$ cat config.mk
export PLATFORM = sky130hd
export DESIGN_NAME = alu_arbiter_flat
export DESIGN_NICKNAME = d
export VERILOG_FILES = /design/src/rtl/alu_arbiter_pkg.sv /design/src/rtl/alu_arbiter_if.sv /design/src/rtl/alu_arbiter_core.sv /design/src/rtl/alu_arbiter.sv /design/src/flat_wrapper.sv
export SDC_FILE = /design/constraint.sdc
export NUM_CORES = 1
export LEC_CHECK = 0
export CAP_MARGIN = 20
export CORE_ASPECT_RATIO = 1.5
export CORE_MARGIN = 2
export CORE_UTILIZATION = 35
export CTS_CLUSTER_SIZE = 30
export DETAILED_ROUTE_END_ITERATION = 7
export PLACE_DENSITY = 0.53
export SYNTH_ARGS = -nofsm -noshare
export SYNTH_HDL_FRONTEND = slang
export SYNTH_SLANG_ARGS = --single-unit
$ cat constraint.sdc
create_clock -name clk -period 5.5 [get_ports clk]
set_clock_uncertainty 0.2 [all_clocks]
set_input_delay 0.55 -clock clk [delete_from_list [all_inputs] [get_ports clk]]
set_output_delay 0.55 -clock clk [all_outputs]
set_load 0.03 [all_outputs]
$ cat src/rtl/alu_arbiter_pkg.sv
// Shared definitions for the two-requester ALU arbiter: datapath width,
// opcode encodings and sequencer state encodings.
package alu_arbiter_pkg;

    localparam int ALU_WIDTH = 32;

    typedef enum logic [2:0] {
        ALU_AND   = 3'b000,
        ALU_OR    = 3'b001,
        ALU_XOR   = 3'b010,
        ALU_ADD   = 3'b011,
        ALU_SUB   = 3'b100,
        ALU_NOR   = 3'b101,
        ALU_SLT   = 3'b110,
        ALU_PASSB = 3'b111
    } alu_op_t;

    typedef enum logic [1:0] {
        IDLE = 2'd0,
        EXEC = 2'd1,
        RESP = 2'd2
    } state_t;

endpackage

$ cat src/rtl/alu_arbiter_if.sv
// Request/response bundle between the two operand sources and the arbiter.
// master = requester side, slave = arbiter side.
interface alu_arbiter_if #(parameter int WIDTH = 32);

    logic             req0_valid;
    logic             req0_ready;
    logic [2:0]       req0_op;
    logic [WIDTH-1:0] req0_a;
    logic [WIDTH-1:0] req0_b;

    logic             req1_valid;
    logic             req1_ready;
    logic [2:0]       req1_op;
    logic [WIDTH-1:0] req1_a;
    logic [WIDTH-1:0] req1_b;

    logic             rsp0_valid;
    logic             rsp1_valid;
    logic [WIDTH-1:0] rsp_data;
    logic             rsp_zero;
    logic             rsp_carry;
    logic             busy;

    modport master (
        output req0_valid, req0_op, req0_a, req0_b,
        output req1_valid, req1_op, req1_a, req1_b,
        input  req0_ready, req1_ready,
        input  rsp0_valid, rsp1_valid, rsp_data, rsp_zero, rsp_carry, busy
    );

    modport slave (
        input  req0_valid, req0_op, req0_a, req0_b,
        input  req1_valid, req1_op, req1_a, req1_b,
        output req0_ready, req1_ready,
        output rsp0_valid, rsp1_valid, rsp_data, rsp_zero, rsp_carry, busy
    );

endinterface

$ cat src/rtl/alu_arbiter_core.sv
// Combinational ALU core shared by both requesters, plus the bitwise XOR
// slice it uses for the XOR path.
module xor32bit #(
    parameter int WIDTH = 32
) (
    input  logic [WIDTH-1:0] a,
    input  logic [WIDTH-1:0] b,
    output logic [WIDTH-1:0] y
);

    generate
        for (genvar gi = 0; gi < WIDTH; gi++) begin : g_bit
            assign y[gi] = a[gi] ^ b[gi];
        end
    endgenerate

endmodule

module alu32_core
    import alu_arbiter_pkg::*;
#(
    parameter int WIDTH = 32
) (
    input  alu_op_t          op,
    input  logic [WIDTH-1:0] a,
    input  logic [WIDTH-1:0] b,
    output logic [WIDTH-1:0] result,
    output logic             carry
);

    logic [WIDTH:0]   add_sum;
    logic [WIDTH:0]   sub_sum;
    logic [WIDTH-1:0] xor_y;
    logic             slt_bit;

    xor32bit #(.WIDTH(WIDTH)) u_xor (
        .a (a),
        .b (b),
        .y (xor_y)
    );

    // Subtraction as a + ~b + 1 so the top bit reads directly as no-borrow.
    assign add_sum = {1'b0, a} + {1'b0, b};
    assign sub_sum = {1'b0, a} + {1'b0, ~b} + {{WIDTH{1'b0}}, 1'b1};
    assign slt_bit = $signed(a) < $signed(b);

    always_comb begin
        result = '0;
        carry  = 1'b0;
        case (op)
            ALU_AND:   result = a & b;
            ALU_OR:    result = a | b;
            ALU_XOR:   result = xor_y;
            ALU_ADD:   begin result = add_sum[WIDTH-1:0]; carry = add_sum[WIDTH]; end
            ALU_SUB:   begin result = sub_sum[WIDTH-1:0]; carry = sub_sum[WIDTH]; end
            ALU_NOR:   result = ~(a | b);
            ALU_SLT:   result = {{(WIDTH-1){1'b0}}, slt_bit};
            ALU_PASSB: result = b;
            default:   result = '0;
        endcase
    end

endmodule

$ cat src/rtl/alu_arbiter.sv
// Round-robin arbiter sharing one ALU core between two requesters through a
// three-state IDLE/EXEC/RESP sequencer.
module alu_arbiter
    import alu_arbiter_pkg::*;
#(
    parameter int WIDTH = alu_arbiter_pkg::ALU_WIDTH
) (
    input  logic        clk,
    input  logic        rst,
    alu_arbiter_if.slave bus
);

    state_t           state_reg;
    logic             ptr_reg;
    logic             gnt_reg;
    alu_op_t          op_reg;
    logic [WIDTH-1:0] a_reg;
    logic [WIDTH-1:0] b_reg;
    logic             rsp0_valid_reg;
    logic             rsp1_valid_reg;
    logic [WIDTH-1:0] rsp_data_reg;
    logic             rsp_zero_reg;
    logic             rsp_carry_reg;

    logic             grant_next;
    logic             accept;
    alu_op_t          op_next;
    logic [WIDTH-1:0] a_next;
    logic [WIDTH-1:0] b_next;
    logic [WIDTH-1:0] alu_result;
    logic             alu_carry;

    // Pointer only breaks ties; a lone valid requester always wins.
    always_comb begin
        if (bus.req0_valid && bus.req1_valid) begin
            grant_next = ptr_reg;
        end else begin
            grant_next = bus.req1_valid;
        end
    end

    assign accept         = (state_reg == IDLE) && !rst && (bus.req0_valid || bus.req1_valid);
    assign bus.req0_ready = accept && !grant_next;
    assign bus.req1_ready = accept && grant_next;

    assign op_next = grant_next ? alu_op_t'(bus.req1_op) : alu_op_t'(bus.req0_op);
    assign a_next  = grant_next ? bus.req1_a : bus.req0_a;
    assign b_next  = grant_next ? bus.req1_b : bus.req0_b;

    alu32_core #(.WIDTH(WIDTH)) u_core (
        .op     (op_reg),
        .a      (a_reg),
        .b      (b_reg),
        .result (alu_result),
        .carry  (alu_carry)
    );

    always_ff @(posedge clk) begin
        if (rst) begin
            state_reg      <= IDLE;
            ptr_reg        <= 1'b0;
            gnt_reg        <= 1'b0;
            op_reg         <= ALU_AND;
            a_reg          <= '0;
            b_reg          <= '0;
            rsp0_valid_reg <= 1'b0;
            rsp1_valid_reg <= 1'b0;
            rsp_data_reg   <= '0;
            rsp_zero_reg   <= 1'b0;
            rsp_carry_reg  <= 1'b0;
        end else begin
            rsp0_valid_reg <= 1'b0;
            rsp1_valid_reg <= 1'b0;
            case (state_reg)
                IDLE: begin
                    if (accept) begin
                        gnt_reg   <= grant_next;
                        op_reg    <= op_next;
                        a_reg     <= a_next;
                        b_reg     <= b_next;
                        state_reg <= EXEC;
                    end
                end
                EXEC: begin
                    rsp_data_reg   <= alu_result;
                    rsp_zero_reg   <= (alu_result == '0);
                    rsp_carry_reg  <= alu_carry;
                    rsp0_valid_reg <= !gnt_reg;
                    rsp1_valid_reg <= gnt_reg;
                    state_reg      <= RESP;
                end
                RESP: begin
                    ptr_reg   <= !gnt_reg;
                    state_reg <= IDLE;
                end
                default: state_reg <= IDLE;
            endcase
        end
    end

    assign bus.rsp0_valid = rsp0_valid_reg;
    assign bus.rsp1_valid = rsp1_valid_reg;
    assign bus.rsp_data   = rsp_data_reg;
    assign bus.rsp_zero   = rsp_zero_reg;
    assign bus.rsp_carry  = rsp_carry_reg;
    assign bus.busy       = (state_reg != IDLE);

endmodule
$ cat src/flat_wrapper.sv
// flat-port wrapper written by rule: the top's interface ports become plain ports
module alu_arbiter_flat import alu_arbiter_pkg::*;
#(
    parameter int WIDTH = alu_arbiter_pkg::ALU_WIDTH
)
  (clk, rst, bus_req0_valid, bus_req0_op, bus_req0_a, bus_req0_b, bus_req1_valid, bus_req1_op, bus_req1_a, bus_req1_b, bus_req0_ready, bus_req1_ready, bus_rsp0_valid, bus_rsp1_valid, bus_rsp_data, bus_rsp_zero, bus_rsp_carry, bus_busy);
  alu_arbiter_if #(.WIDTH(WIDTH)) bus_i ();
  input  logic clk;
  input  logic rst;
  input wire logic [$bits(bus_i.req0_valid)-1:0] bus_req0_valid;
  input wire logic [$bits(bus_i.req0_op)-1:0] bus_req0_op;
  input wire logic [$bits(bus_i.req0_a)-1:0] bus_req0_a;
  input wire logic [$bits(bus_i.req0_b)-1:0] bus_req0_b;
  input wire logic [$bits(bus_i.req1_valid)-1:0] bus_req1_valid;
  input wire logic [$bits(bus_i.req1_op)-1:0] bus_req1_op;
  input wire logic [$bits(bus_i.req1_a)-1:0] bus_req1_a;
  input wire logic [$bits(bus_i.req1_b)-1:0] bus_req1_b;
  output wire logic [$bits(bus_i.req0_ready)-1:0] bus_req0_ready;
  output wire logic [$bits(bus_i.req1_ready)-1:0] bus_req1_ready;
  output wire logic [$bits(bus_i.rsp0_valid)-1:0] bus_rsp0_valid;
  output wire logic [$bits(bus_i.rsp1_valid)-1:0] bus_rsp1_valid;
  output wire logic [$bits(bus_i.rsp_data)-1:0] bus_rsp_data;
  output wire logic [$bits(bus_i.rsp_zero)-1:0] bus_rsp_zero;
  output wire logic [$bits(bus_i.rsp_carry)-1:0] bus_rsp_carry;
  output wire logic [$bits(bus_i.busy)-1:0] bus_busy;
  assign bus_i.req0_valid = bus_req0_valid;
  assign bus_i.req0_op = bus_req0_op;
  assign bus_i.req0_a = bus_req0_a;
  assign bus_i.req0_b = bus_req0_b;
  assign bus_i.req1_valid = bus_req1_valid;
  assign bus_i.req1_op = bus_req1_op;
  assign bus_i.req1_a = bus_req1_a;
  assign bus_i.req1_b = bus_req1_b;
  assign bus_req0_ready = bus_i.req0_ready;
  assign bus_req1_ready = bus_i.req1_ready;
  assign bus_rsp0_valid = bus_i.rsp0_valid;
  assign bus_rsp1_valid = bus_i.rsp1_valid;
  assign bus_rsp_data = bus_i.rsp_data;
  assign bus_rsp_zero = bus_i.rsp_zero;
  assign bus_rsp_carry = bus_i.rsp_carry;
  assign bus_busy = bus_i.busy;
  alu_arbiter #(.WIDTH(WIDTH)) u_core (.clk(clk), .rst(rst), .bus(bus_i));
endmodule
==> summary.md <==
| Metric | Value |
|---|---|
| Startpoint types | `flop` |
| Initial DRC count | `639` |
| Buf/Inv on CP | `1` |
| Final hold violation count | `0` |
| Crit Path Max Fanout | `12` |
| Initial DRT Pass Iterations | `6` |
| Post-synth top cells | `nor2_1 (225), a21oi_1 (113), dfxtp_1 (107), ha_1 (107), mux2i_1 (103)` |
| Antenna violations before repair | `0` |
| Die area | `around 33,000 µm²` |
| Final Net Count | `approximately 1,800` |
| DRC | `0` |
| Worst R2R Start | `u_core.b_reg[14]$_SDFFE_PP0P_` |
| Setup crit end kind | `flop` |
| Root Driver | `clkbuf_16` |
| Arrival @ worst endpoint | `4.53 ns` |
| Async SR Flop Fraction | `0%` |
| Cell taking the most area after synthesis | `dfxtp_1` |
| Tmin final | `around 4.4 ns` |
| Sw power | `1.71 mW` |
| Crit-path most repeated cell | `nand4_1` |
| Power per cell area | `around 280 nW/µm²` |
| Synth top area share | `19.6%` |
| Clock sink total | `107` |
| Die width | `148 µm` |
| Setup TNS | `0 ns` |
| Initial core utilization | `35.3%` |
| CP Depth | `13` |
| Static Leakage | `5.41 nW` |
| Final worst slack | `between 1 and 1.5 ns` |
| Syn. warnings | `0` |
| # IOs | `between 150 and 200` |
| Max-Cap Viols | `0` |
| Design area | `13,300 µm²` |
| M1 WL | `approximately 17,000 µm` |
| Worst slack, placed | `approximately 1.1 ns` |
| Comb pwr share | `55.3%` |
| Worst path top cell family by delay | `simple AND/OR/NAND/NOR gates` |
| CP endpoint | `u_core.bus.rsp_zero$_SDFFE_PP0N_` |
| Metal3 WL | `between 1500 and 2000 µm` |
| Antenna cells | `0` |
| Critical Path Source | `u_core.b_reg[14]$_SDFFE_PP0P_` |
| Area Overhead vs Synth | `21.2%` |
| Share of cells above drive strength 1 | `5.78%` |
| WL met2 | `about 23,000 µm` |
| Layout fillers | `roughly 3,300` |
| Count leader, synth | `nor2_1` |
| Min-delay worst type | `flop to flop` |
| Slew margin rel. | `a little under 30%` |
| Worst-margin pin slew | `between 1 and 1.5 ns` |
| CTS tree | `done` |
| Post-CTS Setup Inserts | `0` |
| Top FF cell, synth | `dfxtp_1` |
| Avg WL per Cell | `roughly 21 µm` |
| CTS Buf Count | `9` |
| Reg power frac | `around a quarter` |
| Highest metal layer with signal wires | `met4` |
| Setup violators final | `0` |
| Power Total | `3.65 mW` |
| Site Rows | `between 70 and 80` |
| Placer Congestion | `0.945` |
| First-pass GRT wire length | `roughly 65,000 µm` |
| Max stage delay cell, worst path | `ha_1` |
| Period utilisation layout | `between 80% and 90%` |
| Vias | `11,483` |
| Number of synthesized flops with an enable pin | `0` |
| FF+latch count, synth | `between 100 and 150` |
| Syn_area_per_cell | `7.41 µm²` |
| Reg2Reg Depth | `13` |
| CP Class | `flop to flop` |
| Peak Freq | `about 0.22 GHz` |
| Core Region | `approximately 31,000 µm²` |
| Slew Limit Fails | `0` |
| H-tree Lvls | `3` |
| Library cells used by synthesis | `about 90` |
| R2r setup slk | `about 1.1 ns` |
| GRT Residual Overflow | `0` |
| Post-synthesis cell count | `roughly 1,500` |
| Reg2Reg Capture Point | `u_core.bus.rsp_zero$_SDFFE_PP0N_` |
| Crit-path max cell delay | `about 0.62 ns` |
| Worst skew pair latency | `0.39 ns` |
| Clk pwr share | `a little under a fifth` |
| Clock transition at path regs | `roughly 0.08 ns` |
| Status | `completed` |
| Sw frac | `46.9%` |
| WL final | `42,800 µm` |
| Vias in the first global route | `roughly 11,000` |
| Post_cts resized | `0` |
| Hold_ws | `roughly 0.26 ns` |
| Critical-path cell list | `inv_1 > ha_1 > nand4_1 > or4_1 > a21oi_1 > nor3_1 > o41ai_2 > a221oi_1 > or3_2 > a31oi_1 > a2111oi_1 > nand4_1 > nand2_1` |
| Largest net degree at the start of global routing | `135` |
| Register area share after synthesis | `between 10% and 20%` |
| Die height | `between 200 and 250 µm` |
| Internal cell power | `roughly 1.9 mW` |
| Synth area leaders | `dfxtp_1 (20%), ha_1 (12%), mux2i_1 (9.4%)` |
| Cts hold-fix bufs | `0` |
| Worst IR Drop VDD | `between 0.0001 and 0.00015 V` |
| Gr usage total | `between 20 and 30%` |
| RSZ-0062 raised after global routing | `false` |
| Req. time, crit path | `around 5.6 ns` |
| Antenna Violating Nets Remaining | `0` |
| Syn nets | `around 1,700` |
| Placed Area | `about 13,000 µm²` |
| Mapped Area | `10,900 µm²` |
| Clk buf depth | `2` |
| Via/cell ratio | `roughly 5.8` |
| IO buf count | `roughly 180` |
| DPL Wire Length | `~33,000 µm` |
## worst min path at each step
stage,startpoint,end,slack (ns),cells past startpoint
floorplan,u_core.gnt_reg$_SDFFE_PP0P_,u_core.bus.rsp0_valid$_SDFF_PP0_,0.24,1
global placement,u_core.bus.rsp_data[2]$_SDFFE_PP0N_,u_core.bus.rsp_data[2]$_SDFFE_PP0N_,0.25,2
detailed placement,u_core.bus.rsp_data[28]$_SDFFE_PP0N_,u_core.bus.rsp_data[28]$_SDFFE_PP0N_,0.25,2
CTS,u_core.bus.rsp_data[19]$_SDFFE_PP0N_,u_core.bus.rsp_data[19]$_SDFFE_PP0N_,0.26,2
global route,u_core.bus.rsp_data[19]$_SDFFE_PP0N_,u_core.bus.rsp_data[19]$_SDFFE_PP0N_,0.28,2
finish,u_core.bus.rsp_data[19]$_SDFFE_PP0N_,u_core.bus.rsp_data[19]$_SDFFE_PP0N_,0.26,2
## logic make-up (layout without fill, tap and decap cells)
group / after synthesis / count (layout) / synth area share (%)
mux: 108 / 108 / 9.94
xor+xnor: 10 / 10 / 0.801
flops: 107 / 107 / 19.6
fa+ha+maj: 109 / 109 / 12.6
compound gates: 466 / 466 / 29.4
simple gates: 471 / 471 / 19.7
buf+inv: 204 / 321 / 7.95
## power groups by stage
stage          Sequential [mW]  Combinational (mW)  Clock [mW]
6_report                 0.958                2.02       0.675
5_1_grt                  0.974                2.19       0.727
4_1_cts                  0.960                2.01       0.700
3_5_place_dp             0.979                2.00           0
3_3_place_gp             0.974                2.00           0
2_1_floorplan            0.992                1.30           0
## layer usage
metal / vias up / GRT usage, %
met1: 5456 / 29.3
met4: 0 / 12.6
met2: 367 / 48.8
li1: 5569 / -
met3: 91 / 2.19
met5: - / 0
## metrics by stage
step	utilization [%]	instances
detailed placement	41.9	1981
global route	42.8	1997
CTS	42.8	1997
global placement	41.9	1981
finish	42.8	1997
floorplan	-	1475
## cells in the final DEF (no fill, tap or decap), types with 5 or more instances in the layout
cell             synthesis  routed
nand2b_1                12      12
o31a_1                   5       5
nand3_1                 24      24
xnor2_1                  7       7
a211oi_1                92      92
a311oi_1                 8       8
inv_1                   97      97
or3_1                   11      11
nor2b_1                 13      12
o22ai_1                 13      13
o21ai_0                 74      73
nor3_1                  34      34
nor4_1                  14      14
buf_4                    2      28
nand2_1                 81      81
ha_1                   107     107
a21oi_1                113     113
a22oi_1                  6       6
a221oi_1                 5       5
clkdlybuf4s50_1          0     175
o211ai_1                17      17
a31oi_1                 15      15
and2_1                   7       7
or4_1                    7       7
o21a_1                  12      12
a211o_1                  5       5
clkbuf_16                0       9
a21o_1                  13      13
dfxtp_1                107     105
mux2i_1                103     103
nand4_1                 15      15
o31ai_1                 15      15
nor2_1                 225     223
## worst register-to-register path, stage by stage, from the launching register on
cell	delay, ns
dfxtp_1	0.45
inv_1	0.10
ha_1	0.62
nand4_1	0.31
or4_1	0.58
a21oi_1	0.16
nor3_1	0.15
o41ai_2	0.44
a221oi_1	0.22
or3_2	0.49
a31oi_1	0.33
a2111oi_1	0.12
nand4_1	0.13
nand2_1	0.06
## area by class of cell
cell class	instances	area [µm²]	share of cell area (%)
clock buffers	10	239	1.80
clock inverters	6	56.3	0.425
inverters	101	379	2.86
multi-input cells	1164	7950	60.0
flip-flops and latches	107	2140	16.2
well taps	405	507	3.82
repair buffers	204	1980	15.0
Power figures use the tool's default switching activity.
